--- config.mk ---
export PLATFORM = sky130hd
export DESIGN_NAME = alu_iter
export DESIGN_NICKNAME = d
export VERILOG_FILES = /design/src/rtl/alu_iter.sv
export SDC_FILE = /design/constraint.sdc
export NUM_CORES = 1
export LEC_CHECK = 0
export ABC_AREA = 1
export CAP_MARGIN = 30
export CELL_PAD_IN_SITES_DETAIL_PLACEMENT = 1
export CELL_PAD_IN_SITES_GLOBAL_PLACEMENT = 2
export CORE_MARGIN = 3
export CORE_UTILIZATION = 32
export DETAILED_ROUTE_END_ITERATION = 10
export GPL_TIMING_DRIVEN = 0
export PLACE_DENSITY = 0.88
export SKIP_LAST_GASP = 1
export SLEW_MARGIN = 0
export SYNTH_ARGS = -nofsm -noshare
export SYNTH_HDL_FRONTEND = slang
export SYNTH_SLANG_ARGS = --single-unit
--- constraint.sdc ---
create_clock -name clk -period 7.34 [get_ports clk]
set_input_delay 1.468 -clock clk [delete_from_list [all_inputs] [get_ports clk]]
set_output_delay 1.468 -clock clk [all_outputs]
set_load 0.02 [all_outputs]
--- src/rtl/alu_iter.sv ---
// alu_iter: handshaked EX-stage ALU running the base op set at XLEN width.
// Define ALU_ITER_MULDIV_EN to add the one-bit-per-cycle RV M-extension datapath.
module alu_iter #(
  parameter  int XLEN = 32,
  localparam int SHW  = $clog2(XLEN)
) (
  input  logic            clk,
  input  logic            rst_n,
  input  logic            in_valid,
  output logic            in_ready,
  input  logic [4:0]      func,
  input  logic [XLEN-1:0] rs1,
  input  logic [XLEN-1:0] rs2,
  input  logic            flush,
  output logic            out_valid,
  input  logic            out_ready,
  output logic [XLEN-1:0] result
);

  // state | meaning
  // IDLE  | waiting for a request; the only state with in_ready high
  // CALC  | one multiply/divide iteration per edge, counter counts down
  // FIX   | apply signs, pick product half / quotient / remainder
  // DONE  | result held until out_ready
  typedef enum logic [1:0] {
    S_IDLE = 2'd0,
`ifdef ALU_ITER_MULDIV_EN
    S_CALC = 2'd1,
    S_FIX  = 2'd2,
`endif
    S_DONE = 2'd3
  } state_e;

  state_e          state_q, state_d;
  logic [XLEN-1:0] result_q, result_d;
  logic            out_valid_q, out_valid_d;
  logic [XLEN-1:0] base_res;
  logic [SHW-1:0]  shamt;

  assign in_ready  = (state_q == S_IDLE);
  assign out_valid = out_valid_q;
  assign result    = result_q;
  assign shamt     = rs2[SHW-1:0];

  always_comb begin
    base_res = '0;
    case (func[3:0])
      4'b0000: base_res = rs1 + rs2;
      4'b1000: base_res = rs1 - rs2;
      4'b0001: base_res = rs1 << shamt;
      4'b0010: base_res[0] = $signed(rs1) < $signed(rs2);
      4'b0011: base_res[0] = rs1 < rs2;
      4'b0100: base_res = rs1 ^ rs2;
      4'b0101: base_res = rs1 >> shamt;
      4'b1101: base_res = $signed(rs1) >>> shamt;
      4'b0110: base_res = rs1 | rs2;
      4'b0111: base_res = rs1 & rs2;
      4'b1110: base_res = rs2;
      default: base_res = '0;
    endcase
  end

`ifdef ALU_ITER_MULDIV_EN
  localparam int CNTW = SHW + 1;

  logic [CNTW-1:0]   cnt_q, cnt_d;
  logic [2*XLEN-1:0] acc_q, acc_d;
  logic [XLEN-1:0]   dvs_q, dvs_d;
  logic [2:0]        op_q, op_d;
  logic              qneg_q, qneg_d;
  logic              rneg_q, rneg_d;

  logic              s1, s2, a_neg, b_neg, div_zero, div_ovf, div_ge;
  logic [XLEN-1:0]   a_mag, b_mag, quo, rem, fix_res;
  logic [XLEN:0]     mul_sum, div_cand;
  logic [2*XLEN-1:0] mul_step, div_step, prod;

  // Operand signedness and special cases are decided from the raw request.
  always_comb begin
    s1       = func[2] ? ~func[0] : (func[1:0] == 2'b01 || func[1:0] == 2'b10);
    s2       = func[2] ? ~func[0] : (func[1:0] == 2'b01);
    a_neg    = s1 & rs1[XLEN-1];
    b_neg    = s2 & rs2[XLEN-1];
    a_mag    = a_neg ? -rs1 : rs1;
    b_mag    = b_neg ? -rs2 : rs2;
    div_zero = func[2] && (rs2 == '0);
    div_ovf  = func[2] && !func[0] && (rs1 == {1'b1, {(XLEN-1){1'b0}}}) && (rs2 == '1);
  end

  // acc holds {partial, multiplier} for multiply and {remainder, quotient} for divide.
  always_comb begin
    mul_sum  = {1'b0, acc_q[2*XLEN-1:XLEN]} + (acc_q[0] ? {1'b0, dvs_q} : '0);
    mul_step = {mul_sum, acc_q[XLEN-1:1]};
    div_cand = {acc_q[2*XLEN-1:XLEN], acc_q[XLEN-1]};
    div_ge   = div_cand >= {1'b0, dvs_q};
    div_step = div_ge ? {div_cand[XLEN-1:0] - dvs_q, acc_q[XLEN-2:0], 1'b1}
                      : {div_cand[XLEN-1:0], acc_q[XLEN-2:0], 1'b0};
    prod     = qneg_q ? -acc_q : acc_q;
    quo      = qneg_q ? -acc_q[XLEN-1:0] : acc_q[XLEN-1:0];
    rem      = rneg_q ? -acc_q[2*XLEN-1:XLEN] : acc_q[2*XLEN-1:XLEN];
    case (op_q)
      3'b000:         fix_res = prod[XLEN-1:0];
      3'b100, 3'b101: fix_res = quo;
      3'b110, 3'b111: fix_res = rem;
      default:        fix_res = prod[2*XLEN-1:XLEN];
    endcase
  end
`endif

  always_comb begin
    state_d     = state_q;
    result_d    = result_q;
    out_valid_d = out_valid_q;
`ifdef ALU_ITER_MULDIV_EN
    cnt_d  = cnt_q;
    acc_d  = acc_q;
    dvs_d  = dvs_q;
    op_d   = op_q;
    qneg_d = qneg_q;
    rneg_d = rneg_q;
`endif
    if (flush) begin
      state_d     = S_IDLE;
      out_valid_d = 1'b0;
    end else begin
      case (state_q)
        S_IDLE: begin
          if (in_valid) begin
            state_d     = S_DONE;
            out_valid_d = 1'b1;
            if (!func[4]) begin
              result_d = base_res;
            end
`ifdef ALU_ITER_MULDIV_EN
            else if (div_zero) begin
              result_d = func[1] ? rs1 : '1;
            end else if (div_ovf) begin
              result_d = func[1] ? '0 : rs1;
            end else begin
              state_d     = S_CALC;
              out_valid_d = 1'b0;
              cnt_d       = CNTW'(XLEN);
              op_d        = func[2:0];
              qneg_d      = a_neg ^ b_neg;
              rneg_d      = func[2] & a_neg;
              dvs_d       = func[2] ? b_mag : a_mag;
              acc_d       = {{XLEN{1'b0}}, (func[2] ? a_mag : b_mag)};
            end
`else
            else begin
              result_d = '0;
            end
`endif
          end
        end
`ifdef ALU_ITER_MULDIV_EN
        S_CALC: begin
          acc_d = op_q[2] ? div_step : mul_step;
          cnt_d = cnt_q - 1'b1;
          if (cnt_q == CNTW'(1)) begin
            state_d = S_FIX;
          end
        end
        S_FIX: begin
          result_d    = fix_res;
          state_d     = S_DONE;
          out_valid_d = 1'b1;
        end
`endif
        S_DONE: begin
          if (out_ready) begin
            state_d     = S_IDLE;
            out_valid_d = 1'b0;
          end
        end
        default: begin
          state_d     = S_IDLE;
          out_valid_d = 1'b0;
        end
      endcase
    end
  end

  always_ff @(posedge clk) begin
    if (!rst_n) begin
      state_q     <= S_IDLE;
      result_q    <= '0;
      out_valid_q <= 1'b0;
`ifdef ALU_ITER_MULDIV_EN
      cnt_q  <= '0;
      acc_q  <= '0;
      dvs_q  <= '0;
      op_q   <= '0;
      qneg_q <= 1'b0;
      rneg_q <= 1'b0;
`endif
    end else begin
      state_q     <= state_d;
      result_q    <= result_d;
      out_valid_q <= out_valid_d;
`ifdef ALU_ITER_MULDIV_EN
      cnt_q  <= cnt_d;
      acc_q  <= acc_d;
      dvs_q  <= dvs_d;
      op_q   <= op_d;
      qneg_q <= qneg_d;
      rneg_q <= rneg_d;
`endif
    end
  end

endmodule

==> results of run 1 <==
==> worst max-delay path, cell delays in order <==
cell             delay, ps
clkdlybuf4s50_1        600
inv_1                  310
buf_2                  340
buf_2                  400
ha_1                   400
nor2_1                 400
nand3_1                140
nand3_1                290
nand2_1                140
nand3_1                270
nand2_1                100
nand3_1                220
nand4_1                340
nand2_1                180
a21oi_1                 70
==> metrics by stage <==
stage	hold slack [ps]	worst slack (ps)	instances	utilization (%)	power (mW)
5_1_grt	487	1830	2834	37.9	1.40
6_report	466	1810	2834	37.9	1.33
2_1_floorplan	541	3780	2264	-	0.716
3_5_place_dp	459	1690	2826	37.5	1.09
4_1_cts	467	1980	2834	37.9	1.30
3_3_place_gp	457	1750	2826	37.5	1.08
==> power breakdown <==
part	leakage, nW	switching, mW	internal (mW)
sequential	0.266	0.00137	0.182
clock	0.0706	0.0806	0.125
combinational	6.41	0.683	0.258
total	6.75	0.765	0.564
==> cell usage in the layout, fill, tap and decap left out, types with 7 or more instances in the layout <==
master	instances
nand2_1	733
nand3_1	452
inv_1	268
nor2_1	192
clkdlybuf4s50_1	107
a21oi_1	104
ha_1	97
o21ai_0	65
buf_2	58
nand4_1	38
dfxtp_1	33
nor3_1	28
clkbuf_1	26
o22ai_1	25
o211ai_1	20
inv_2	14
o21ai_1	12
and2_1	9
buf_4	8
buf_6	7
o21bai_1	7
==> registers in the layout, indices dropped and copies added (netlist names) <==
name,flops
state_q,1
result,32
==> cells by family (layout without fill, tap and decap cells) <==
logic type	after synthesis	in the layout	share of synthesized area (%)
xor+xnor	3	3	0.230
compound gates	255	255	12.6
simple gates	1482	1482	56.1
fa+ha+maj	99	99	11.0
flops	33	33	5.78
buf+inv	392	507	14.3
==> final timing paths <==
path                                         startpoint                      end  slack [ps]  depth (start not counted)
worst min register to register  result[26]$_SDFFE_PN0P_  result[26]$_SDFFE_PN0P_         470                          2
worst min-delay path            result[26]$_SDFFE_PN0P_  result[26]$_SDFFE_PN0P_         470                          2
worst max register to register  state_q[0]$_SDFFE_PP0P_   result[2]$_SDFFE_PN0P_        5230                          9
worst max-delay path                             rs2[4]  result[13]$_SDFFE_PN0P_        1810                         15
==> routing by layer <==
layer,global-route usage [%],share of wire (%)
met5,0,0.022
met4,22.0,7.2
met3,4.16,6.1
met2,65.5,46
met1,47.8,41
==> layout make-up <==
cell class	instances	area [sq um]
multi-input combinational	1839	9130
timing repair buffer	107	1070
sequential	33	661
clock inverter	2	10.0
inverter	286	1080
fill	5033	21700
tap	455	569
clock buffer	6	129
buffer	106	558
==> qor.txt, run 1 <==
status = finished clean
Netlist Area Pre-Place = 0.0114 sq mm
vias = 16,824
Crit Path Class = in -> reg
GR Overflow Total = 0
Starting Density = 32.8%
Clk pin slew, worst setup/hold paths = 50 ps
Post-DP HPWL = 65,300 microns
sequential share of the synthesized area = 5.78%
synth unique cells = 50
First-pass DRT Iterations = 5
Yosys reg bits = 33
clock skew = 5.47 ps
CTS buffer count = 5
share of post-route cells with drive strength above 1 = 5.25%
CORE AREA = 0.0349 sq mm
Design Area, Final = 0.0132 sq mm
Syn Area/Cell = 5.05 sq um
clk_lat worst skew = 290 ps
total negative slack = 0 ps
max cap viols = 0
H-tree depth = 2
CTS Root Cell = clkbuf_16
Final nets = 2,551
Final GP Congestion = 1.08
Pwr Density = 101 mW/mm^2
die area = 0.0380 sq mm
vias in the first global route = 16,886
antenna violations before repair = 1
via density per instance = 5.94
Initial DRC Count = 1,680
total setup buffers inserted after CTS = 0
VDD IR-drop max = 0.0774 mV
Buffers on Ports = 107
first-pass GRT wire length = 110,000 microns
Least-Margin Pin Slew = 913 ps
Top FF cell, synth = dfxtp_1
routed len/inst = 27.2 microns
Tcrit/Tclk final = 75.4%
GRT Overall Usage = 38.7%
worst min-delay path class = reg -> reg
FFs w/ async S/R, synth = 0%
CP Max Fanout = 11
Synth Warn # = 0
post-route ant nets = 0
top post-synthesis cells by area = nand2_1, nand3_1, ha_1, inv_1, nor2_1
IO Count = 108
crit path time final = 5530 ps
Max clock buf depth = 2
Routed WL = 77,000 microns
Rel. slew slack = 39.1%
Leak = 6.75 nW
Worst EP arrival = 5680 ps
width of the die = 195 microns
Worst Setup End Kind = register
DRC violations left = 0
Synth top area share = 24.1%
Slew Limit Fails = 0
final setup fails = 0
die height = 195 microns
CTS resizes = 0
WP data required = 7490 ps
CTS tree = yes
EDFF count, synth = 0
antenna cells = 0
Syn Nets = 2,437
largest net degree at the start of global routing = 12
final number of hold-violating endpoints = 0
dpl cell area = 0.0131 sq mm
P&R area growth vs syn = 15.6%
post-synthesis instance total = 2,264
top cell type by total area after synthesis = nand2_1
RSZ-0062 raised after global routing = no
Hold Buf Count CTS = 0
row cnt = 68
most instantiated library cell after synthesis = nand2_1
startpoint types = input port
Max Freq = 181 MHz
top cells by count, synth = nand2_1, nand3_1, inv_1
# clock sinks = 33
(Power assumes the default switching activity.)
==> inputs of run 2 (changes only) <==
CORE_UTILIZATION = 27   (was 32)
PLACE_DENSITY = 0.79   (was 0.88)
clock period = 4.5 ns   (was 7.34 ns; I/O delays follow)
==> run 2 against run 1 <==
  * Hold slack lost 0.59 ps
  * Sequential power grew 63%
  * Count of clock-buffer cells in the layout is the same
  * Non-clock buffer count is the same
  * Clock skew shrank 3.9 ps
  * Combinational power grew 64%
  * Clock power grew 63%
  * Worst setup slack lost 1700 ps
  * Global-route usage shrank 4.4 points
  * Flip-flop and latch count is the same
  * Largest cell class unchanged
==> qor.txt, run 2 (synthesized netlist as in run 1, its figures left out) <==
status = finished clean
Worst EP arrival = 4570 ps (-1110 ps)
CTS buffer count = 5 (unchanged)
routed len/inst = 27.0 microns (-0.79%)
Leak = 6.76 nW (+0.11%)
CTS tree = yes
RSZ-0062 raised after global routing = no
first-pass GRT wire length = 112,000 microns (+2.0%)
Crit-path slowest cell = clkdlybuf4s50_1
Internal = 920 uW (+63%)
CTS Root Cell = clkbuf_16
Initial DRC Count = 1,350 (-20%)
sequential share of power = 13.8% (about the same)
Crit path top cell by count = nand2_1
IO Count = 108 (unchanged)
vias in the first global route = 16,696 (-1.1%)
final setup fails = 0 (unchanged)
H-tree depth = 2 (unchanged)
final number of hold-violating endpoints = 0 (unchanged)
most common cell after layout, fill and taps aside = nand2_1
DRC violations left = 0 (unchanged)
total setup buffers inserted after CTS = 0 (unchanged)
Max clock buf depth = 2 (unchanged)
row cnt = 74 (+8.8%)
startpoint types = input port
total power = 2.17 mW (+63%)
Final WS setup = 79.2 ps (-1730 ps)
Comb pwr share = 70.8% (about the same)
die height = 212 microns (+8.6%)
Crit Path Class = in -> reg
CORE AREA = 0.0413 sq mm (+18%)
sw frac = 57.6% (about the same)
antenna violations before repair = 1 (unchanged)
via density per instance = 5.65 (-4.8%)
Pwr Density = 163 mW/mm^2 (+62%)
Least-Margin Pin Slew = 935 ps (+21.1 ps)
CP Max Fanout = 11 (unchanged)
clk_lat worst skew = 280 ps (about the same)
post-route insts no fill = 2,911 (+2.7%)
post-route ant nets = 0 (unchanged)
GRT Overall Usage = 34.3% (-4.4 points)
CP top delay family = buffers and inverters
worst min-delay path class = reg -> reg
share of post-route cells with drive strength above 1 = 5.55% (+0.29 points)
placed cell count = 2,903 (+2.7%)
Rel. slew slack = 37.7% (-1.4 points)
VDD IR-drop max = 0.142 mV (+84%)
antenna cells = 0 (unchanged)
pre-CTS setup slack = -471 ps (-2160 ps)
width of the die = 212 microns (+8.6%)
Buffers on Ports = 107 (unchanged)
die area = 0.0448 sq mm (+18%)
Tcrit/Tclk final = 98.2%
Slew Limit Fails = 0 (unchanged)
dpl cell area = 0.0132 sq mm (+0.74%)
clock power share = 15.4% (about the same)
crit path time final = 4420 ps
clock skew = 1.52 ps (-3.95 ps)
CP cell instances = clkdlybuf4s50_1 -> inv_2 -> buf_2 -> buf_4 -> ha_1 -> inv_1 -> nand2_1 -> nand2_1 -> inv_1 -> nand3_1 -> o21ai_0 -> o31ai_1 -> nor2_1 -> nand3_1 -> nand2_1 -> a21oi_1
WP data required = 4640 ps (-2850 ps)
Clk pin slew, worst setup/hold paths = 50 ps (about the same)
Post-DP HPWL = 67,000 microns (+2.5%)
Design Area, Final = 0.0133 sq mm (+0.92%)
First-pass DRT Iterations = 6 (+1)
commonest non-fill, non-tap cells in the layout = nand2_1, nand3_1, inv_1, nor2_1, clkdlybuf4s50_1
P&R area growth vs syn = 16.6%
max cap viols = 0 (unchanged)
vias = 16,457 (-2.2%)
Starting Density = 27.7% (-5.1 points)
Max Freq = 226 MHz
# clock sinks = 33 (unchanged)
worst stage delay on the critical path = 680 ps (+80 ps)
P_sw = 1.25 mW (+63%)
CP bufs+invs = 6 (+2)
GR Overflow Total = 0 (unchanged)
largest net degree at the start of global routing = 12 (unchanged)
Worst Setup End Kind = register
Final GP Congestion = 1.07 (-1.7%)
number of flip-flops in the largest register = 32 (unchanged)
Routed WL = 78,500 microns (+1.9%)
Hold Buf Count CTS = 0 (unchanged)
Final nets = 2,551 (unchanged)
run 2: cell count changes in the layout (fill, tap and decap cells not counted), moves of 2 or more:
| cell | previous run | this run |
|---|---|---|
| nor2_2 | 5 | 8 |
| nor2_1 | 192 | 189 |
| o21ai_0 | 65 | 63 |
| buf_4 | 8 | 10 |
| clkbuf_4 | 0 | 2 |
| buf_2 | 58 | 54 |
run 2: per-stage QoR:
step / utilization, % / hold slack (ps) / setup TNS, ps
6_report: 32.3 / 465 / 0
5_1_grt: 32.3 / 483 / 0
4_1_cts: 32.2 / 468 / 0
3_5_place_dp: 31.9 / 459 / -4170
3_3_place_gp: 31.9 / 454 / -3670
2_1_floorplan: - / 541 / 0
run 2: timing repair:
| item | CTS | global route |
|---|---|---|
| pin swaps | 0 | 1 |
| gates cloned | 0 | 0 |
| resized for setup | 4 | 9 |
| setup endpoints to repair | 4 | 6 |
run 2: layer usage:
layer / vias to the layer above / wire, microns / track usage (%) / part of all wire [%]
met5: - / 0 / 0 / 0
met3: 150 / 3670 / 2.40 / 4.7
met2: 570 / 36400 / 58.3 / 46
li1: 7615 / - / - / -
met1: 8122 / 33600 / 43.9 / 43
met4: 0 / 4860 / 17.0 / 6.2
run 2: area by class of cell:
type,count,area [sq um]
fillers,5792,28000
multi-input cells,1839,9150
inverters,286,1080
repair buffers,107,1070
well taps,532,666
flip-flops and latches,33,661
plain buffers,106,569
clock buffers,6,129
clock inverters,2,10.0
run 2: final timing paths:
kind | start | to | slack [ps] | cells after the start
max reg2reg | state_q[0]$_SDFFE_PP0P_ | result[10]$_SDFFE_PN0P_ | 2490 | 9
min reg2reg | result[7]$_SDFFE_PN0P_ | result[7]$_SDFFE_PN0P_ | 470 | 2
min | result[7]$_SDFFE_PN0P_ | result[7]$_SDFFE_PN0P_ | 470 | 2
max | rs2[4] | result[5]$_SDFFE_PN0P_ | 80 | 16
run 2: worst reg2reg max path, delay by kind of cell (launching register included):
family	cells	cell delay, ps
DFF	1	310
and+or+nand+nor	4	690
buffers and inverters	3	520
AOI/OAI and AO/OA	2	430
run 2: power groups by stage:
stage	Clock, mW	Sequential (mW)	Combinational [mW]
after detailed placement	0	0.305	1.49
final	0.335	0.299	1.54
after global routing	0.359	0.299	1.65
after floorplan	0	0.310	0.858
after CTS	0.344	0.299	1.50
after global placement	0	0.305	1.47
==> inputs of run 3 (changes only) <==
CTS_BUF_LIST = sky130_fd_sc_hd__clkbuf_4 sky130_fd_sc_hd__clkbuf_8   (was unset)
CTS_CLUSTER_DIAMETER = 60   (was unset)
==> run 3 against run 2 <==
  * Critical path depth rose by 1
  * Via count shrank 0.49%
  * Combinational power is essentially flat
  * Fmax up 1.3%
  * Worst setup slack gained 59 ps
  * Register-to-register slack barely moved
  * Clock power decreased by 29%
  * Critical path type unchanged
==> qor.txt, run 3 (synthesized netlist as in run 1, its figures left out) <==
status = finished clean
Post-DP HPWL = 67,000 microns (unchanged)
final core occ = 32.2% (-0.14 points)
Least-Margin Pin Slew = 917 ps (-17.6 ps)
final number of hold-violating endpoints = 0 (unchanged)
CTS buffer count = 5 (unchanged)
Starting Density = 27.7% (unchanged)
H-tree depth = 2 (unchanged)
clk_lat worst skew = 300 ps (+20 ps)
First-pass DRT Iterations = 5 (-1)
Buffers on Ports = 107 (unchanged)
# clock sinks = 33 (unchanged)
Final nets = 2,551 (unchanged)
clock skew = 2.36 ps (+0.846 ps)
RSZ-0062 raised after global routing = no
Rel. slew slack = 38.9% (+1.2 points)
VDD IR-drop max = 0.0945 mV (-34%)
P&R area growth vs syn = 16.1%
Final WS setup = 138 ps (+58.9 ps)
Leak = 6.73 nW (-0.36%)
Initial DRC Count = 1,349 (-0.074%)
CORE AREA = 0.0413 sq mm (unchanged)
worst min-delay path class = reg -> reg
post-route ant nets = 0 (unchanged)
Slew Limit Fails = 0 (unchanged)
number of flip-flops in the largest register = 32 (unchanged)
Final GP Congestion = 1.07 (unchanged)
width of the die = 212 microns (unchanged)
dpl cell area = 0.0132 sq mm (unchanged)
Worst EP arrival = 4530 ps (-40 ps)
CTS Root Cell = clkbuf_8
CP Max Fanout = 11 (unchanged)
share of post-route cells with drive strength above 1 = 5.55% (unchanged)
die height = 212 microns (unchanged)
CTS tree = yes
total power = 2.07 mW (-4.5%)
footprint of the multi-input gates = 0.00914 sq mm (about the same)
total setup buffers inserted after CTS = 0 (unchanged)
FF/Latch Area = 661 sq um (unchanged)
Hold Slack = 471 ps (+5.88 ps)
Hold Buf Count CTS = 0 (unchanged)
GRT Overall Usage = 34.3% (about the same)
commonest non-fill, non-tap cells in the layout = nand2_1, nand3_1, inv_1, nor2_1, clkdlybuf4s50_1
Worst Setup End Kind = register
vias in the first global route = 16,694 (-0.012%)
Routed WL = 78,400 microns (about the same)
Design Area, Final = 0.0133 sq mm (-0.42%)
most common cell after layout, fill and taps aside = nand2_1
Clk pin slew, worst setup/hold paths = 70 ps (+20 ps)
die area = 0.0448 sq mm (unchanged)
WP data required = 4670 ps (+30 ps)
Fillers = 5,795 (+0.052%)
first-pass GRT wire length = 112,000 microns (-0.10%)
Crit Path Class = in -> reg
GR Overflow Total = 0 (unchanged)
largest net degree at the start of global routing = 12 (unchanged)
final setup fails = 0 (unchanged)
Max clock buf depth = 2 (unchanged)
antenna violations before repair = 2 (+1)
vias = 16,376 (-0.49%)
Pwr Density = 156 mW/mm^2 (-4.1%)
via density per instance = 5.63 (-0.49%)
antenna cells = 0 (unchanged)
startpoint types = input port
Tcrit/Tclk final = 96.9% (-1.3 points)
row cnt = 74 (unchanged)
Max Freq = 229 MHz (+1.3%)
pre-CTS setup slack = -471 ps (unchanged)
IO Count = 108 (unchanged)
routed len/inst = 26.9 microns (about the same)
DRC violations left = 0 (unchanged)
max cap viols = 0 (unchanged)
crit path time final = 4360 ps (-58.9 ps)
run 3: cell counts in the layout (fill, tap and decap cells not counted):
Identical to the previous run, type by type.
run 3: layout make-up:
class,count,area share [%]
buffer,106,4.29
clock buffer,6,0.575
clock inverter,2,0.0754
inverter,286,8.14
multi-input combinational,1839,68.9
sequential,33,4.98
tap,532,5.01
timing repair buffer,107,8.07
run 3: final timing paths:
path                                         startpoint                       to  slack, ps  cells after the start
worst max-delay path                             rs2[4]  result[13]$_SDFFE_PN0P_        140                     17
worst min-delay path             result[7]$_SDFFE_PN0P_   result[7]$_SDFFE_PN0P_        470                      2
worst max register to register  state_q[0]$_SDFFE_PP0P_  result[10]$_SDFFE_PN0P_       2480                      9
worst min register to register   result[7]$_SDFFE_PN0P_   result[7]$_SDFFE_PN0P_        470                      2
run 3: layer usage:
layer	track usage (%)	wire length, microns	vias up
li1	-	-	7620
met1	43.9	33800	8050
met2	58.1	36100	545
met3	2.53	3500	159
met4	17.4	5010	2
met5	0	9	-
run 3: what timing repair did:
| item | 4_1_cts | 5_1_grt |
|---|---|---|
| endpoints found under the setup margin | 4 | 7 |
| resized for setup | 3 | 9 |
| pin swaps | 0 | 1 |
run 3: report_power, final:
group	switching [mW]	internal, mW	total (mW)
logic	1.11	0.421	1.53
registers	0.00225	0.296	0.298
clock network	0.125	0.113	0.238
run 3: worst max-delay path, stage by stage:
cell             delay, ps
clkdlybuf4s50_1        590
inv_2                  230
buf_2                  290
buf_4                  300
ha_1                   370
inv_1                  160
nand2_1                 70
nand2_1                110
inv_1                   50
nand3_1                220
nand2_1                150
nand3_1                270
nand2_1                 80
nand3_1                220
nand4_1                310
nand2_1                130
a21oi_1                 60
run 3: per-stage QoR:
step                      cells  setup TNS, ps
after floorplan            2264              0
after global placement     2903          -3670
after detailed placement   2903          -4170
final                      2911              0
after CTS                  2911              0
after global routing       2911              0
